==> src/rtl/uart_rx_capture_mc.sv <==
//==============================================================================
// Module   : uart_rx_capture_mc
// Brief    : N-channel UART receiver with per-channel capture FIFOs and sticky
//            error flags. Define UART_PARITY_EN to add an even-parity bit.
// Revision : 1.0 - initial release
//==============================================================================
`timescale 1ns/1ps
`default_nettype none

module uart_rx_capture_mc #(
    parameter int NUM_CH       = 2,
    parameter int CLKS_PER_BIT = 32,
    parameter int DATA_BITS    = 8,
    parameter int FIFO_DEPTH   = 16
) (
    input  logic                                     clk,
    input  logic                                     rst,
    input  logic [NUM_CH-1:0]                        rx_i,
    output logic [NUM_CH*DATA_BITS-1:0]              data_o,
    output logic [NUM_CH-1:0]                        valid_o,
    input  logic [NUM_CH-1:0]                        ready_i,
    output logic [NUM_CH*($clog2(FIFO_DEPTH)+1)-1:0] level_o,
    output logic [NUM_CH-1:0]                        frame_err_o,
    output logic [NUM_CH-1:0]                        parity_err_o,
    output logic [NUM_CH-1:0]                        overflow_o,
    input  logic [NUM_CH-1:0]                        clear_i
);

    localparam int CW = $clog2(CLKS_PER_BIT);
    localparam int BW = $clog2(DATA_BITS);
    localparam int AW = $clog2(FIFO_DEPTH);
    localparam int LW = AW + 1;
    localparam logic [CW-1:0] HALF_M1  = CW'(CLKS_PER_BIT/2 - 1);
    localparam logic [CW-1:0] FULL_M1  = CW'(CLKS_PER_BIT - 1);
    localparam logic [BW-1:0] LAST_BIT = BW'(DATA_BITS - 1);

    typedef enum logic [2:0] {
        S_IDLE   = 3'd0,
        S_START  = 3'd1,
        S_DATA   = 3'd2,
        S_PARITY = 3'd3,
        S_STOP   = 3'd4,
        S_BREAK  = 3'd5
    } state_t;

    for (genvar g = 0; g < NUM_CH; g++) begin : g_ch
        logic [1:0]           sync_q;
        logic                 w_rx;
        logic                 prev_q;
        state_t               state_q;
        logic [CW-1:0]        cnt_q;
        logic [BW-1:0]        bit_q;
        logic [DATA_BITS-1:0] shift_q;
        logic                 push_q;
        logic                 ferr_set_q;
        logic                 ferr_q;
        logic                 ovf_q;
`ifdef UART_PARITY_EN
        logic                 par_q;
        logic                 perr_set_q;
        logic                 perr_q;
`endif

        logic [DATA_BITS-1:0] mem_q [FIFO_DEPTH];
        logic [AW-1:0]        wr_q;
        logic [AW-1:0]        rd_q;
        logic [AW-1:0]        w_rd_nxt;
        logic [LW-1:0]        count_q;
        logic [DATA_BITS-1:0] head_q;
        logic                 w_empty;
        logic                 w_full;
        logic                 w_pop;
        logic                 w_push;

        always_ff @(posedge clk or posedge rst) begin
            if (rst) begin
                sync_q <= 2'b11;
            end else begin
                sync_q <= {sync_q[0], rx_i[g]};
            end
        end
        assign w_rx = sync_q[1];

        // prev_q resets low so a start edge needs the line seen high first.
        always_ff @(posedge clk or posedge rst) begin
            if (rst) begin
                state_q    <= S_IDLE;
                prev_q     <= 1'b0;
                cnt_q      <= '0;
                bit_q      <= '0;
                shift_q    <= '0;
                push_q     <= 1'b0;
                ferr_set_q <= 1'b0;
`ifdef UART_PARITY_EN
                par_q      <= 1'b0;
                perr_set_q <= 1'b0;
`endif
            end else begin
                prev_q     <= w_rx;
                push_q     <= 1'b0;
                ferr_set_q <= 1'b0;
`ifdef UART_PARITY_EN
                perr_set_q <= 1'b0;
`endif
                case (state_q)
                    S_IDLE: begin
                        cnt_q <= '0;
                        if (prev_q && !w_rx) state_q <= S_START;
                    end
                    S_START: begin
                        if (cnt_q == HALF_M1) begin
                            cnt_q   <= '0;
                            bit_q   <= '0;
                            state_q <= w_rx ? S_IDLE : S_DATA;
`ifdef UART_PARITY_EN
                            par_q   <= 1'b0;
`endif
                        end else begin
                            cnt_q <= cnt_q + 1'b1;
                        end
                    end
                    S_DATA: begin
                        if (cnt_q == FULL_M1) begin
                            cnt_q   <= '0;
                            shift_q <= {w_rx, shift_q[DATA_BITS-1:1]};
`ifdef UART_PARITY_EN
                            par_q   <= par_q ^ w_rx;
`endif
                            if (bit_q == LAST_BIT) begin
`ifdef UART_PARITY_EN
                                state_q <= S_PARITY;
`else
                                state_q <= S_STOP;
`endif
                            end else begin
                                bit_q <= bit_q + 1'b1;
                            end
                        end else begin
                            cnt_q <= cnt_q + 1'b1;
                        end
                    end
`ifdef UART_PARITY_EN
                    S_PARITY: begin
                        if (cnt_q == FULL_M1) begin
                            cnt_q   <= '0;
                            par_q   <= par_q ^ w_rx;
                            state_q <= S_STOP;
                        end else begin
                            cnt_q <= cnt_q + 1'b1;
                        end
                    end
`endif
                    S_STOP: begin
                        if (cnt_q == FULL_M1) begin
                            cnt_q      <= '0;
                            push_q     <= w_rx;
                            ferr_set_q <= ~w_rx;
`ifdef UART_PARITY_EN
                            perr_set_q <= par_q;
`endif
                            state_q    <= w_rx ? S_IDLE : S_BREAK;
                        end else begin
                            cnt_q <= cnt_q + 1'b1;
                        end
                    end
                    S_BREAK: begin
                        if (w_rx) state_q <= S_IDLE;
                    end
                    default: state_q <= S_IDLE;
                endcase
            end
        end

        assign w_empty  = (count_q == '0);
        assign w_full   = (count_q == LW'(FIFO_DEPTH));
        assign w_pop    = ~w_empty & ready_i[g];
        assign w_push   = push_q & (~w_full | w_pop);
        assign w_rd_nxt = rd_q + 1'b1;

        // shift_q stays stable until the next frame's first data sample.
        always_ff @(posedge clk) begin
            if (w_push) mem_q[wr_q] <= shift_q;
        end

        always_ff @(posedge clk or posedge rst) begin
            if (rst) begin
                wr_q    <= '0;
                rd_q    <= '0;
                count_q <= '0;
                head_q  <= '0;
            end else begin
                if (w_push) wr_q <= wr_q + 1'b1;
                if (w_pop)  rd_q <= w_rd_nxt;
                count_q <= count_q + LW'(w_push) - LW'(w_pop);
                if (w_push && (w_empty || (w_pop && count_q == LW'(1))))
                    head_q <= shift_q;
                else if (w_pop)
                    head_q <= mem_q[w_rd_nxt];
            end
        end

        always_ff @(posedge clk or posedge rst) begin
            if (rst) begin
                ferr_q <= 1'b0;
                ovf_q  <= 1'b0;
            end else begin
                if (ferr_set_q)                  ferr_q <= 1'b1;
                else if (clear_i[g])             ferr_q <= 1'b0;
                if (push_q && w_full && !w_pop)  ovf_q  <= 1'b1;
                else if (clear_i[g])             ovf_q  <= 1'b0;
            end
        end

`ifdef UART_PARITY_EN
        always_ff @(posedge clk or posedge rst) begin
            if (rst)              perr_q <= 1'b0;
            else if (perr_set_q)  perr_q <= 1'b1;
            else if (clear_i[g])  perr_q <= 1'b0;
        end
        assign parity_err_o[g] = perr_q;
`else
        assign parity_err_o[g] = 1'b0;
`endif

        assign data_o[g*DATA_BITS +: DATA_BITS] = head_q;
        assign valid_o[g]                       = ~w_empty;
        assign level_o[g*LW +: LW]              = count_q;
        assign frame_err_o[g]                   = ferr_q;
        assign overflow_o[g]                    = ovf_q;
    end

endmodule

`default_nettype wire

==> config.mk <==
export PLATFORM = sky130hd
export DESIGN_NAME = uart_rx_capture_mc
export DESIGN_NICKNAME = d
export VERILOG_FILES = /design/src/rtl/uart_rx_capture_mc.sv
export SDC_FILE = /design/constraint.sdc
export NUM_CORES = 1
export LEC_CHECK = 0
export ABC_AREA = 1
export ABC_CLOCK_PERIOD_IN_PS = 3100
export CAP_MARGIN = 20
export CORE_MARGIN = 1.5
export CORE_UTILIZATION = 55
export CTS_BUF_LIST = sky130_fd_sc_hd__clkbuf_4 sky130_fd_sc_hd__clkbuf_8 sky130_fd_sc_hd__clkbuf_16
export CTS_CLUSTER_SIZE = 12
export DETAILED_ROUTE_END_ITERATION = 16
export DONT_BUFFER_PORTS = 1
export PLACE_DENSITY_LB_ADDON = 0.05
export SKIP_CTS_REPAIR_TIMING = 1
export SLEW_MARGIN = 20
export SYNTH_ARGS = -nofsm -noshare
export SYNTH_HDL_FRONTEND = slang
export SYNTH_SLANG_ARGS = --single-unit
==> constraint.sdc <==
create_clock -name clk -period 3.1 [get_ports clk]
set_input_delay 0.775 -clock clk [delete_from_list [all_inputs] [get_ports clk]]
set_output_delay 0.775 -clock clk [all_outputs]
set_load 0.02 [all_outputs]
==> reports/metrics.csv <==
stage;metric;value;unit
place;routabilityCongestion;0.832;
status;status;finished, final reports clean;
finish;diodes;0;
logic_synthesis;synth_area;15300;um^2
grt;overflow;0;
pwr;p_clk_frac;0.277;
pwr;swShare;0.386;
route;totalWireLength;33000;um
finish;finalInstanceArea;17000;um^2
logic_synthesis;synthDistinctLibCells;37;
clock_network;htree_levels;2;
timing;hold_viol;0;
route;drtIter0Drc;1018;
floorplanning;dieArea;28800;um^2
floorplanning;die_w;170;um
setup_path;reg2reg_slack;0.30;ns
clock_network;cts_buffer_depth;3;
finish;nets;1533;
route;viasPerCell;5.27;
setup_path;critPathCaptureType;flop;
place;place_area;15700;um^2
logic_synthesis;yosys.area.top_type;edfxtp_1;
clock_network;cts_buffers;38;
logic_synthesis;synth-edff-count;256;
setup_path;cp_data_arrival_time;3.23;ns
floorplanning;boundaryPins;42;
timing;min_period_over_period;0.903;
hold_path;min_path_type;primary input to async pin;
finish;syn_to_final_growth;11.0;%
clock_network;clk-insertion-delay-late;0.52;ns
setup_path;reg2reg_depth;15;
job;maxCapViolations;0;
timing;finClkSkew;0.0134;ns
timing;maxSlewHeadroom;0.435;
grt;grt_pass1_vias;9528;
floorplanning;rows;60;
timing;fin_setup_tns;0;ns
pwr;finalPower;16.0;mW
place;hpwl;20800;um
logic_synthesis;ys_ff_latch;350;
setup_path;crit_type;flop to flop;
logic_synthesis;avgSynthCellArea;10.4;um^2
setup_path;cp-start-kind;flop;
route;wl_per_cell;17.5;um
setup_path;max_stage_delay;0.47;ns
finish;drive_above_1_share;0.0739;
setup_path;r2r_start;g_ch[1].count_q[2];
timing;grt_setup_unrepaired;no;
grt;grt_pass1_wl;53100;um
setup_path;crit_required;3.53;ns
pwr;power_switching;6.19;mW
clock_network;clkTransAtPathRegs;0.06;ns
logic_synthesis;synth.most_common_cell;nand2_1;
timing;setup_violations;0;
logic_synthesis;ys_seq_area_frac;0.657;
grt;antenna_found_initial;0;
place;io_buffers;0;
route;drtAntennaViolNets;0;
logic_synthesis;synth_common_cells;nand2_1, edfxtp_1, nor2_1;
clock_network;cts_tree;built;
setup_path;crit_path_cell_trace;inv_1 -> ha_1 -> nand2_1 -> nor2_1 -> nand2_1 -> nand2_2 -> inv_1 -> ha_1 -> inv_1 -> ha_1 -> fa_1 -> a21oi_1 -> nor2_1 -> nor2_1 -> xor2_1;
logic_synthesis;yosysWarnings;0;
pwr;p_comb_frac;0.361;
logic_synthesis;synthTopCellsByArea;edfxtp_1, dfrtp_1, nand2_1;
pwr;ir_worst_vdd;668;uV
logic_synthesis;yosys.area.top_type_share;0.503;
route;firstDrtPassIters;7;
timing;worst_pin_slew;0.848;ns
floorplanning;die_y;170;um
clock_network;cts.sinks;350;
setup_path;cp_slowest_cell;dfrtp_1;
clock_network;cts_root_buf;clkbuf_16;
pwr;p_leak;7.48;nW
logic_synthesis;async_reset_ff_frac;0.269;
grt;grt_max_degree;58;
timing;fmaxAchievable;357;MHz
grt;gr-usage-all-layers;0.242;
timing;finalMaxSlewViolations;0;
timing;post-route-min-period;2.80;ns
setup_path;worstPathMaxFanout;9;
route;drc;0;
route;vias;9953;
floorplanning;initial_utilization;0.564;
setup_path;timing.rr.end;g_ch[1].count_q[4];
logic_synthesis;ys.flop_type;edfxtp_1;
pwr;seqPwrFrac;0.362;
pwr;p_per_area;945;nW/um^2
pwr;internal-power;9.84;mW
floorplanning;core_area;27100;um^2
logic_synthesis;syn-instance-count;1475;
[critical path: cells and delay by family (launching register included)]
| kind | cells | cell delay, ns |
|---|---|---|
| xor gates and xnor gates | 1 | 0.16 |
| and+or+nand+nor | 6 | 0.68 |
| adders and majority gates | 4 | 1.05 |
| buffers and inverters | 3 | 0.23 |
| AOI/OAI and AO/OA | 1 | 0.14 |
| DFF | 1 | 0.47 |
[power groups by stage]
stage / Combinational, mW / Clock (mW) / Sequential, mW
final: 5.79 / 4.44 / 5.80
after global placement: 5.68 / 0 / 5.89
after floorplan: 4.20 / 0 / 5.80
after detailed placement: 5.75 / 0 / 5.90
after global routing: 6.62 / 4.69 / 5.85
after CTS: 5.79 / 4.51 / 5.80
[placed cells by master, fill, tap and decap left out, types with 2 or more instances in the layout]
cell type / Yosys / routed
xor2_1: 17 / 17
nand3_1: 163 / 163
xnor2_1: 2 / 2
conb_1: 1 / 2
fa_1: 2 / 2
nand2_1: 345 / 345
bufinv_16: 0 / 3
xnor2_2: 4 / 4
o21ai_0: 106 / 106
o22ai_1: 4 / 4
buf_4: 8 / 28
clkbuf_4: 0 / 13
clkinv_1: 2 / 7
inv_1: 163 / 161
buf_12: 0 / 2
nor2_1: 173 / 173
clkbuf_16: 0 / 39
a21oi_1: 13 / 13
ha_1: 34 / 34
nor3_1: 8 / 8
o21bai_1: 3 / 3
dfstp_2: 4 / 4
dfrtp_1: 90 / 88
nand4_1: 2 / 2
o31ai_1: 2 / 2
clkbuf_8: 0 / 2
clkinv_2: 0 / 4
dfrtp_2: 0 / 2
inv_2: 4 / 5
edfxtp_1: 256 / 256
o211ai_1: 10 / 10
[area by class of cell]
class | instances | area (um^2)
fill | 2158 | 10100
sequential | 350 | 10000
multi-input combinational | 900 | 4330
clock buffer | 54 | 1100
inverter | 169 | 638
tap | 372 | 465
timing repair buffer | 30 | 250
clock inverter | 13 | 138
[per-layer routing]
layer	up-vias	part of all wire	track usage
li1	4902	-	-
met2	307	0.41	0.336
met5	-	0	0
met1	4693	0.49	0.386
met3	51	0.083	0.0515
met4	0	0.020	0.0616
[logic make-up after synthesis]
family,count (synthesis),share of synthesized area
XOR/XNOR,24,0.0162
AND/OR/NAND/NOR,696,0.186
flip-flops,350,0.657
other,1,0.000245
AO/OA/AOI/OAI,141,0.0494
adder cells (fa/ha/maj),36,0.0304
buffers and inverters,226,0.0597
multiplexers,1,0.000655
[how the worst max path moves through the flow]
stage | startpoint | end | slack [ns] | depth (start not counted)
4_1_cts | g_ch[1].count_q[2] | g_ch[1].count_q[4] | 0.27 | 15
2_1_floorplan | g_ch[0].count_q[3] | g_ch[0].count_q[4] | 0.20 | 16
3_5_place_dp | g_ch[1].count_q[3] | g_ch[1].count_q[4] | 0.31 | 15
6_report | g_ch[1].count_q[2] | g_ch[1].count_q[4] | 0.30 | 15
5_1_grt | g_ch[1].count_q[2] | g_ch[1].count_q[4] | 0.06 | 15
3_3_place_gp | g_ch[1].count_q[3] | g_ch[1].count_q[4] | 0.38 | 15
[per-stage QoR]
| step | utilization | hold WS [ns] | setup slack [ns] | cells |
|---|---|---|---|---|
| finish | 0.626 | 0.240 | 0.301 | 1888 |
| global route | 0.626 | 0.232 | 0.0564 | 1888 |
| CTS | 0.626 | 0.235 | 0.273 | 1888 |
| detailed placement | 0.581 | 0.347 | 0.306 | 1821 |
| global placement | 0.581 | 0.348 | 0.379 | 1821 |
| floorplan | - | 0.345 | 0.201 | 1476 |
[state kept, by name, indices dropped and copies added, names as in the netlist, 4 cells and up]
signal        flops
g_ch.head_q      16
g_ch.count_q     10
g_ch.cnt_q       10
g_ch.sync_q       4
g_ch.shift_q     16
g_ch.wr_q         8
g_ch.mem_q      256
g_ch.state_q      6
g_ch.bit_q        6
g_ch.rd_q         8
Power figures use the tool's default switching activity.
